[src/rtl/dm_rmw_port.sv]
// dm_rmw_port: load/store unit for a word-wide DM; sub-word stores become read-modify-write.
module dm_rmw_port #(
    parameter int DM_WORDS = 3072
) (
    input  logic        Clk,
    input  logic        Reset,
    input  logic        req_valid,
    output logic        req_ready,
    input  logic        req_we,
    input  logic [1:0]  req_size,
    input  logic        req_signed,
    input  logic [31:0] req_addr,
    input  logic [31:0] req_wdata,
    input  logic [31:0] req_pc,
    output logic        rsp_valid,
    input  logic        rsp_ready,
    output logic [31:0] rsp_rdata,
    output logic        rsp_err,
    output logic [31:0] dm_a,
    output logic [31:0] dm_wd,
    output logic [31:0] dm_pc,
    output logic        dm_wr,
    input  logic [31:0] dm_rd
);
    typedef enum logic [1:0] {IDLE, READ, WRITE, RESP} state_t;
    state_t      state, state_nx;
    logic        we_q, sgn_q, err;
    logic [1:0]  size_q, off_q;
    logic [31:0] wdata_q, ext, mask, merged;
    logic [15:0] lane;
    logic [4:0]  sh;

    assign err = req_size == 2'b11 || (req_size == 2'b01 && req_addr[0]) ||
                 (req_size == 2'b10 && req_addr[1:0] != 2'b00) || req_addr[31:2] >= 30'(DM_WORDS);
    // Lane offset in bits; half accesses are aligned so the byte offset works for both sizes.
    assign sh = {off_q, 3'b000};
    assign lane = 16'(dm_rd >> sh);
    assign ext = size_q == 2'b00 ? {{24{sgn_q & lane[7]}}, lane[7:0]} :
                 size_q == 2'b01 ? {{16{sgn_q & lane[15]}}, lane} : dm_rd;
    assign mask = (size_q == 2'b00 ? 32'h0000_00ff : 32'h0000_ffff) << sh;
    assign merged = (dm_rd & ~mask) | ((wdata_q << sh) & mask);

    always_ff @(posedge Clk or negedge Reset)
        if (!Reset) state <= IDLE;
        else state <= state_nx;

    always_comb begin
        state_nx = state;
        case (state)
            IDLE: if (req_valid) state_nx = err ? RESP : (req_we && req_size == 2'b10) ? WRITE : READ;
            READ: state_nx = we_q ? WRITE : RESP;
            WRITE: state_nx = RESP;
            RESP: if (rsp_ready) state_nx = IDLE;
        endcase
    end

    always_comb begin
        req_ready = state == IDLE;
        rsp_valid = state == RESP;
        dm_wr = state == WRITE;
    end

    always_ff @(posedge Clk or negedge Reset)
        if (!Reset) begin
            we_q <= 1'b0;
            sgn_q <= 1'b0;
            size_q <= 2'b00;
            off_q <= 2'b00;
            wdata_q <= '0;
            dm_a <= '0;
            dm_wd <= '0;
            dm_pc <= '0;
            rsp_rdata <= '0;
            rsp_err <= 1'b0;
        end else if (state == IDLE && req_valid) begin
            we_q <= req_we;
            sgn_q <= req_signed;
            size_q <= req_size;
            off_q <= req_addr[1:0];
            wdata_q <= req_wdata;
            dm_a <= {req_addr[31:2], 2'b00};
            dm_wd <= req_wdata;
            dm_pc <= req_pc;
            rsp_rdata <= '0;
            rsp_err <= err;
        end else if (state == READ) begin
            if (we_q) dm_wd <= merged;
            else rsp_rdata <= ext;
        end
endmodule

[config.mk]
export PLATFORM = sky130hd
export DESIGN_NAME = dm_rmw_port
export DESIGN_NICKNAME = d
export VERILOG_FILES = /design/src/rtl/dm_rmw_port.sv
export SDC_FILE = /design/constraint.sdc
export NUM_CORES = 1
export LEC_CHECK = 0
export CORE_ASPECT_RATIO = 1.25
export CORE_UTILIZATION = 48
export CTS_BUF_LIST = sky130_fd_sc_hd__clkbuf_16
export DETAILED_ROUTE_END_ITERATION = 10
export PLACE_DENSITY = 0.86
export RECOVER_POWER = 50
export SYNTH_ARGS = -nofsm -noshare
export SYNTH_HDL_FRONTEND = slang
export SYNTH_SLANG_ARGS = --single-unit
[constraint.sdc]
create_clock -name Clk -period 4.7 [get_ports Clk]
set_input_delay 0.94 -clock Clk [delete_from_list [all_inputs] [get_ports Clk]]
set_output_delay 0.94 -clock Clk [all_outputs]
set_load 0.005 [all_outputs]
* Yosys cells after proc, flatten, opt, wreduce, memory -nomap -nowiden *
Cells that the tools add are included.

word-level totals
  register bits after elaboration = 167
  output and inout bits = 132

cells by class
  order comparisons = 1
  eq/ne operators = 10
  shift operators = 3
  multiplexer cells = 15
  bitwise operators = 6
  reductions and logical operators = 15

operator list
  operator                                                                 count
  32-bit two-way mux                                                       8
  32-bit bitwise AND                                                       2
  32-bit NOT                                                               1
  32-bit bitwise OR                                                        1
  16-bit by 5-bit << shifter with 32-bit output                            1
  32-bit by 5-bit << shifter with 32-bit output                            1
  32-bit by 5-bit >> shifter with 16-bit output                            1
  30-bit by 12-bit >= comparator with 1-bit output, second input constant  1
  16-bit two-way mux                                                       1
  2-bit equality test, second input constant                               4
  2-bit two-way mux                                                        4
  2-bit case mux with 4 select lines                                       1
  2-bit by 1-bit equality test with 1-bit output, second input constant    3
  2-bit AND reduction                                                      3
  2-bit nonzero test                                                       3
  1-bit logical AND                                                        4
  2-bit logical NOT                                                        2
  2-bit by 1-bit inequality test with 1-bit output, second input constant  2
  1-bit logical OR                                                         3
  1-bit bitwise AND                                                        2
  2-bit inequality test, second input constant                             1
  1-bit two-way mux                                                        1

* Longest topological paths before layout *
Gate-level depths: netlist of run 1.

  depth in word-level cells = 9
  mapped depth = 9

* Worst setup path before layout of run 1 *
OpenSTA, ideal clock, no wires.

  path kind = input to register
  start = input port dm_rd[31]
  end = register rsp_rdata[15]
  arrival = 1.985 ns
  path slack = 2.594 ns
  cell stages on the path = 4
  buffers on the path = 0
  path through = mux4_2 > and2_1 > o31a_1 > a22o_1

between the ends
  cells in the longest elaborated chain, start to end = 6
  elaborated cells on any way between the ends = 7
  those cells by class = 1 x shift; 5 x mux; 1 x bitwise

ends and longest elaborated chain
  item                                                     RTL line  text
  from (decl)                                              23        input logic [31:0] dm_rd
  32-bit by 5-bit >> shifter with 16-bit output *          37        assign lane = 16'(dm_rd >> sh);
  32-bit two-way mux or 1-bit bitwise AND (tied branches)  39, 38
  32-bit two-way mux *                                     38        assign ext = size_q == 2'b00 ? {{24{sgn_q & lane[7]}}, lane[7:0]} :
  32-bit two-way mux *                                     87        if (we_q) dm_wd <= merged;
  32-bit two-way mux *                                     86        end else if (state == READ) begin
  32-bit two-way mux *                                     75        end else if (state == IDLE && req_valid) begin
  to (signal assigned)                                     88        else rsp_rdata <= ext;
  to (decl)                                                17        output logic [31:0] rsp_rdata,

Mark *: on every way between the ends. The rest lies on a longest branch, timed or not. The select of a mux whose other input is x is not followed.
A chain may end at the register's enable or synchronous reset.

==> run summary, run 1 <==
The fraction of power consumed by sequential logic was 35.3%; the maximum vdd drop was 349 uV. The H-tree depth was 4. Across the whole layout, storage elements account for 3780 sq um. For this run, the number of Yosys warnings is 0. The CTS buffer count is 17. The first global-routing pass estimated 34200 um of wire. On the worst path, the slowest cell contributes a delay of 1.69 ns.

The total global routing track utilization is 30.6%, and the pin count of the biggest net entering global routing is 98. Dividing total power by cell area gives a power density of 636 nW/um^2. The floorplan step defined a die boundary enclosing 15100 sq um. The via density per instance is 5.64. The worst setup path is launched from a primary input. The first detailed-routing pass ran for 6 iterations. The remaining antenna violation count after routing was 0; the power dissipated by switching net loads was 2.38 mW. The TritonCTS sink count is 151. Post-CTS setup-driven buffer insertion count: 0.

The routed design could run at a clock period as short as 3.13 ns. Setup repair after global routing left no endpoint under its margin. Yosys mapped the design onto 46 distinct sky130hd cell types.

The count of buffers added on input and output ports is 265. The flow ran to the end, but the final reports show violations. STA classifies the critical path endpoint as an asynchronous set/reset pin. The half-perimeter wire length after detailed placement came out at 15800 um. After routing, the total negative slack on setup checks comes to 0 ns. The run gives 49 as the number of placement rows.

The number of global-route vias before repair was 6531; the placer congestion estimate was 0.945. Pin placement for this block handled 268 I/O pins. The post-cts hold buffer count was 0. The final layout contains routed wiring with a total length of 22200 um. The layout cell share with drive strength beyond 1 is 6.17%, and the insertion delay to the later sink of the worst-skew pair is 0.43 ns. From left edge to right edge, the die measures 110 um.

For this run, asynchronously set or reset flops after synthesis account for 100%. The final-report hold violation count is 0, and the number of vias after detailed routing is 6766. In this run switching power makes up 36.4% of total power. The classification of the worst-slack hold path is reg -> reg.

The predominant post-synthesis flop cell was sky130_fd_sc_hd__dfrtp_1. The design draws 6.54 mW. Combinational cells account for 43.8% of the total power. The most numerous cell type found on the critical path is sky130_fd_sc_hd__clkbuf_2. Data on the critical path arrives at its endpoint at 3.58 ns. Derived from the worst setup path, the maximum achievable clock frequency is 0.319 GHz. No sink is reached through more buffers than the 2 on the longest clock path. In this run the worst path has a maximum fanout of 97. The number of pins with negative max-slew slack in the final report is 98.

The tools report the number of nets in the layout as 1148. Together, buffers and inverters on the worst path number 2. The tools report the multi-input logic area as 2960 sq um. The commonest non-fill, non-tap cell in the layout was sky130_fd_sc_hd__nand2_1. The filler cells instantiated in the layout total 1095.

Of the synthesized area, sequential elements account for 53.9%. Clock-pin slew was measured on the worst setup and hold paths at 0.06 ns. The tools report the iteration-0 DRC count of the detailed router as 408.

Internal power comes to 4.16 mW. Data on the critical path is required at its endpoint by 5.15 ns. Counting flops and latches in the post-synthesis netlist gives 151.

The share of the core filled with cells was 71.6%; the number of maximum-capacitance violations was 1. The post-synthesis cell area is 7000 sq um, and the ratio of final minimum period to clock period is 66.6%. The count of inserted antenna diode cells is 0.

The average wire per cell in the routed design is 18.6 um, and the mean post-synth cell area is 9.06 sq um. The initial utilization of the core area, before any placement, comes to 48.8%. The area inside the core boundary is 14300 sq um, and the overall die height is 137 um.

The number of gates given a new drive strength after cts is 0. For this design the static power due to leakage is 4.74 nW. The initial antenna violation count was 0. Walking the worst path, the cells encountered are clkbuf_2 > clkbuf_2.

The area growth from synthesis to final layout is 46.7%. In the routed design, unresolved DRC markers number 0. The worst pin sits at a relative slew slack of -60.7%. The slowest cell on the critical path is sky130_fd_sc_hd__clkbuf_2. Global routing finished with a remaining overflow of 0. The clock network burns 21.0% of the power. TritonCTS built the clock tree. The tools report the clock skew as 0.00627 ns.

Clock root buffer: sky130_fd_sc_hd__clkbuf_16. The top cell types in the final layout, fill and taps aside, are sky130_fd_sc_hd__nand2_1, sky130_fd_sc_hd__clkdlybuf4s50_1, sky130_fd_sc_hd__dfrtp_1. The run gives 773 as the cell count after synthesis.

Broken down by cell family, the worst path's largest delay share belongs to buffers and inverters. The checks that failed: max-capacitance violations, max-slew violations. The synthesized design contains 0 enable-type register cells. At the pin with the least slew margin, the transition time is 2.41 ns. Startpoint-to-endpoint class of the critical path: in -> async.

The count of final setup violators was 0.
[area by class of cell]
cell class                 count  area share [%]
clock inverter                15            1.57
timing repair buffer         273            26.3
multi-input combinational    560            28.8
clock buffer                  17            4.14
inverter                       5           0.183
sequential                   151            36.8
tap                          178            2.17
[final timing paths]
| check | start | to | slack [ns] | cells after the start |
|---|---|---|---|---|
| min in group asynchronous | Reset | rsp_rdata[25]$_DFFE_PN0P_ | 1.25 | 1 |
| hold / removal | dm_pc[27]$_DFFE_PN0P_ | dm_pc[27]$_DFFE_PN0P_ | 0.47 | 2 |
| hold reg to reg | dm_pc[27]$_DFFE_PN0P_ | dm_pc[27]$_DFFE_PN0P_ | 0.47 | 2 |
| setup / recovery | Reset | state[1]$_DFFE_PN0P_ | 1.57 | 2 |
| max in group Clk | req_valid | dm_wd[15]$_DFFE_PN0P_ | 1.64 | 5 |
| setup reg to reg | state[0]$_DFFE_PN0P_ | dm_wd[15]$_DFFE_PN0P_ | 1.98 | 6 |
[flip-flops by register name, indices dropped and copies added, names as in the netlist]
| name | cells |
|---|---|
| off_q | 2 |
| rsp_err | 1 |
| dm_pc | 32 |
| state | 2 |
| wdata_q | 16 |
| size_q | 2 |
| sgn_q | 1 |
| dm_wd | 32 |
| we_q | 1 |
| rsp_rdata | 32 |
| dm_a | 30 |
[synth_stat cells (2+ instances only)]
library cell	count	area, sq um
sky130_fd_sc_hd__buf_4	3	22.5
sky130_fd_sc_hd__ha_1	4	50.1
sky130_fd_sc_hd__a21oi_1	17	85.1
sky130_fd_sc_hd__nand3b_1	2	15.0
sky130_fd_sc_hd__nand2_1	276	1040
sky130_fd_sc_hd__o22ai_1	2	12.5
sky130_fd_sc_hd__o31ai_1	9	67.6
sky130_fd_sc_hd__nor2_1	37	139
sky130_fd_sc_hd__nor2b_1	2	12.5
sky130_fd_sc_hd__and2_1	5	31.3
sky130_fd_sc_hd__inv_1	5	18.8
sky130_fd_sc_hd__and3_1	8	50.1
sky130_fd_sc_hd__a22oi_1	23	173
sky130_fd_sc_hd__a21o_1	7	52.6
sky130_fd_sc_hd__a31o_2	8	70.1
sky130_fd_sc_hd__clkbuf_1	39	146
sky130_fd_sc_hd__nor4_1	5	31.3
sky130_fd_sc_hd__nand2b_1	4	25.0
sky130_fd_sc_hd__mux2i_1	16	160
sky130_fd_sc_hd__or2_2	7	43.8
sky130_fd_sc_hd__o21ai_0	60	300
sky130_fd_sc_hd__dfrtp_1	151	3780
sky130_fd_sc_hd__a211oi_1	7	52.6
sky130_fd_sc_hd__buf_1	3	11.3
sky130_fd_sc_hd__buf_6	2	22.5
sky130_fd_sc_hd__a221o_1	23	230
sky130_fd_sc_hd__o221ai_1	8	70.1
sky130_fd_sc_hd__o211ai_1	2	15.0
sky130_fd_sc_hd__nor3_1	4	20.0
sky130_fd_sc_hd__o21ai_1	8	40.0
sky130_fd_sc_hd__buf_2	11	55.1
[through the flow]
stage	setup slack, ns	hold WS [ns]	std cells	cell area, sq um
2_1_floorplan	2.59	0.461	774	7010
3_3_place_gp	1.37	0.456	1167	9690
3_5_place_dp	1.25	0.461	1167	9690
4_1_cts	1.72	0.476	1199	10300
5_1_grt	0.985	0.482	1199	10300
6_report	1.57	0.468	1199	10300
[power groups by stage]
| stage | clock network (mW) | registers, mW | logic [mW] |
|---|---|---|---|
| after CTS | 1.39 | 2.30 | 2.93 |
| after global placement | 0 | 2.29 | 2.82 |
| after floorplan | 0 | 2.22 | 1.47 |
| final | 1.37 | 2.30 | 2.86 |
| after global routing | 1.45 | 2.36 | 3.15 |
| after detailed placement | 0 | 2.31 | 2.90 |
[cell families after synthesis]
kind of cell	share of synthesized area, %
AOI/OAI and AO/OA	17.7
and+or+nand+nor	20.8
buffers and inverters	3.95
adders and majority gates	0.715
xor gates and xnor gates	0.125
other	0.0535
muxes	2.77
DFF	53.9
[metal layers]
metal / part of all wire (%) / track usage [%] / wire length, um / vias to the layer above
met4: 5.3 / 18.6 / 1180 / 0
met5: 0 / 0 / 0 / -
met3: 8.3 / 7.67 / 1840 / 86
li1: - / - / - / 3112
met1: 37 / 36.5 / 8230 / 3202
met2: 49 / 49.4 / 11000 / 366
Note: power is estimated with default switching activity, not from simulation.
==> run 2, diff against run 1 <==
CORE_UTILIZATION = 44   (was 48)
PLACE_DENSITY = 0.8   (was 0.86)
clock period = 3 ns   (was 4.7 ns; I/O delays follow)
==> run summary, run 2 (synthesized netlist as in run 1, its figures left out) <==
The post-cts hold buffer count was 0 (unchanged); the total routed wirelength was 22400 um (was 22200 um). For the H-tree depth, the log shows 4 (unchanged). The number of pins with negative max-slew slack in the final report is 0 (was 98), and the post-route cell area is 10400 sq um (was 10300 sq um). Buffer levels on the longest clock path: 2 (unchanged).

The flow ran to the end, and the final reports show no timing, DRC or antenna violations. Placer congestion estimate: 0.922 (was 0.945). The run gives 16400 um (was 15800 um) as the half-perimeter wire length after detailed placement. The classification of the worst-slack hold path is reg -> reg (unchanged). TritonCTS built the clock tree. The run gives 0 (unchanged) as the initial antenna violation count.

The delay of the slowest critical-path stage works out to 0.61 ns (was 1.69 ns). Timing would allow up to 0.383 GHz. The worst path needs 2.61 ns of the cycle, external delays included.

The overall die height was 143 um (was 137 um); the wire length of the first global-routing pass was 34200 um (about the same). The slew at the pin closest to its max-slew limit is 1.46 ns (was 2.41 ns). The CTS buffer count came out at 17 (unchanged). The tightest slew margin relative to the limit was 2.34% (was -60.7%); the maximum vdd drop was 517 uV (was 349 uV). Startpoint-to-endpoint class of the critical path: reg -> out (was in -> async). The number of vias after detailed routing came out at 6739 (was 6766). Ordered list of cells on the worst path: inv_1 > ha_1 > clkdlybuf4s50_1 (was clkbuf_2 > clkbuf_2). The kind of cell with the highest combined delay on the critical path is buffers and inverters (unchanged). The layout cell share with drive strength beyond 1 is 6.80% (was 6.17%). For the post-CTS setup-driven buffer insertion count, the log shows 0 (unchanged).

The iteration-0 DRC count of the detailed router came out at 430 (was 408). The number of placement rows was 51 (was 49). The clock root buffer is sky130_fd_sc_hd__clkbuf_16 (unchanged). Critical path capture point type: an output pin (was an asynchronous set/reset pin). The slowest cell on the critical path was sky130_fd_sc_hd__clkdlybuf4s50_1 (was sky130_fd_sc_hd__clkbuf_2). The first-pass iteration count of the detailed router came out at 5 (was 6). Setup repair after global routing left no endpoint under its margin. The number of maximum-capacitance violations was 0 (was 1); the remaining antenna violation count after routing was 0 (unchanged).

The critical path buffer and inverter count works out to 2 (unchanged). The final non-filler cell total is 1241 (was 1199). The global route total overflow is 0 (unchanged), and the endpoint arrival time on the critical path is 2.01 ns (was 3.58 ns). The total power of the final layout was 10.4 mW (was 6.54 mW). The I/O pin count was 268 (unchanged); the count of final setup violators was 0 (unchanged).

The tools report the number of gates given a new drive strength after cts as 0 (unchanged). For the count of inserted antenna diode cells, the log shows 0 (unchanged). Commonest cells after routing, fill and taps aside: sky130_fd_sc_hd__nand2_1, sky130_fd_sc_hd__clkdlybuf4s50_1, sky130_fd_sc_hd__dfrtp_1 (unchanged).

The ratio of total power to cell area came out at 996 nW/um^2 (was 636 nW/um^2). The pin count of the biggest net entering global routing was 58 (was 98); the ratio of final minimum period to clock period was 87.1%. The number of port buffers was 265 (unchanged); the clock skew was 0.00817 ns (was 0.00627 ns). The run gives 27.7% (was 30.6%) as the total global routing track utilization. The share of the core filled with cells is 66.9% (was 71.6%), and the die width is 115 um (was 110 um). The element type at the critical path start is a flip-flop (was a primary input).

Via density per instance: 5.43 (was 5.64). The average wire per cell in the routed design was 18.1 um (was 18.6 um); the area inside the core boundary was 15600 sq um (was 14300 sq um). The reported leakage power is 4.81 nW (was 4.74 nW), and the largest driver fanout on the critical path is 14 (was 97).

The run gives 0.42 ns (was 0.43 ns) as the insertion delay to the later sink of the worst-skew pair. The die area was 16400 sq um (was 15100 sq um). The logs give 45.0% (was 48.8%) for the effective utilization at floorplan and 6543 (was 6531) for the number of global-route vias before repair.

The total cell area at the placement stage is 9810 sq um (was 9690 sq um), and the setup TNS is 0 ns (unchanged). Largest registers: dm_pc: 32 flops, dm_wd: 32 flops, rsp_rdata: 32 flops (unchanged). The final-report hold violation count was 0 (unchanged).

The tools report the placed instance count as 1209 (was 1167). The run gives 2.40 ns (was 5.15 ns) as the required time of the critical path. The commonest non-fill, non-tap cell in the layout is sky130_fd_sc_hd__nand2_1 (unchanged).

The clock transition time at the flip-flop clock pins of the worst setup and hold paths was 0.06 ns (about the same); the number of nets in the layout was 1156 (was 1148). The logs give 0 (unchanged) for the total DRC errors in the routed layout and 151 (unchanged) for the TritonCTS sink count. The area growth from synthesis to final layout is 48.7% (was 46.7%).
==> run 2: changes by cell type in the layout (fill, tap and decap cells not counted), moves of 3 or more <==
cell	before	now
sky130_fd_sc_hd__clkdlybuf4s50_1	219	203
sky130_fd_sc_hd__buf_4	7	12
sky130_fd_sc_hd__clkinv_2	4	1
sky130_fd_sc_hd__dlygate4sd3_1	45	61
==> run 2: worst paths after layout <==
kind                                            from                   endpoint  slack (ns)  cells past startpoint
worst max-delay path            state[0]$_DFFE_PN0P_                  req_ready        0.39                      3
worst min-delay path            dm_pc[3]$_DFFE_PN0P_       dm_pc[3]$_DFFE_PN0P_        0.47                      2
worst max register to register  state[0]$_DFFE_PN0P_      dm_wd[29]$_DFFE_PN0P_        0.42                      6
worst min register to register  dm_pc[3]$_DFFE_PN0P_       dm_pc[3]$_DFFE_PN0P_        0.47                      2
max in group asynchronous                      Reset  rsp_rdata[14]$_DFFE_PN0P_        1.06                      2
min in group asynchronous                      Reset       dm_wd[3]$_DFFE_PN0P_        0.51                      1
==> run 2: worst reg2reg max path: cells and delay by family, from the launching register on <==
kind | cells | cell delay [ns]
adder cells (fa/ha/maj) | 1 | 0.37
AO/OA/AOI/OAI | 1 | 0.29
flip-flops | 1 | 0.41
buffers and inverters | 2 | 0.77
AND/OR/NAND/NOR | 2 | 0.64
==> run 2: where the power goes <==
| part | leakage, nW | switching, mW | total, mW | internal, mW |
|---|---|---|---|---|
| logic | 2.61 | 2.21 | 4.52 | 2.31 |
| clock network | 0.297 | 0.884 | 2.28 | 1.40 |
| registers | 1.91 | 0.656 | 3.58 | 2.92 |
==> run 2: metal layers <==
layer / share of wire (%) / global-route usage, %
met1: 38 / 32.5
met2: 48 / 44.6
met3: 8.1 / 7.05
met4: 5.5 / 18.3
met5: 0 / 0
==> run 2: through the flow <==
stage / setup slack, ns / hold WS, ns
finish: 0.388 / 0.466
global route: 0.230 / 0.492
CTS: 0.351 / 0.152
detailed placement: 0.462 / 0.461
global placement: 0.522 / 0.456
floorplan: 1.23 / 0.304
==> run 2: layout make-up <==
class | count | area [sq um]
Tap cell | 212 | 265
Timing Repair Buffer | 281 | 2770
Inverter | 5 | 18.8
Clock buffer | 17 | 425
Multi-Input combinational cell | 560 | 2960
Fill cell | 1308 | 5150
Sequential cell | 151 | 3780
Clock inverter | 15 | 200
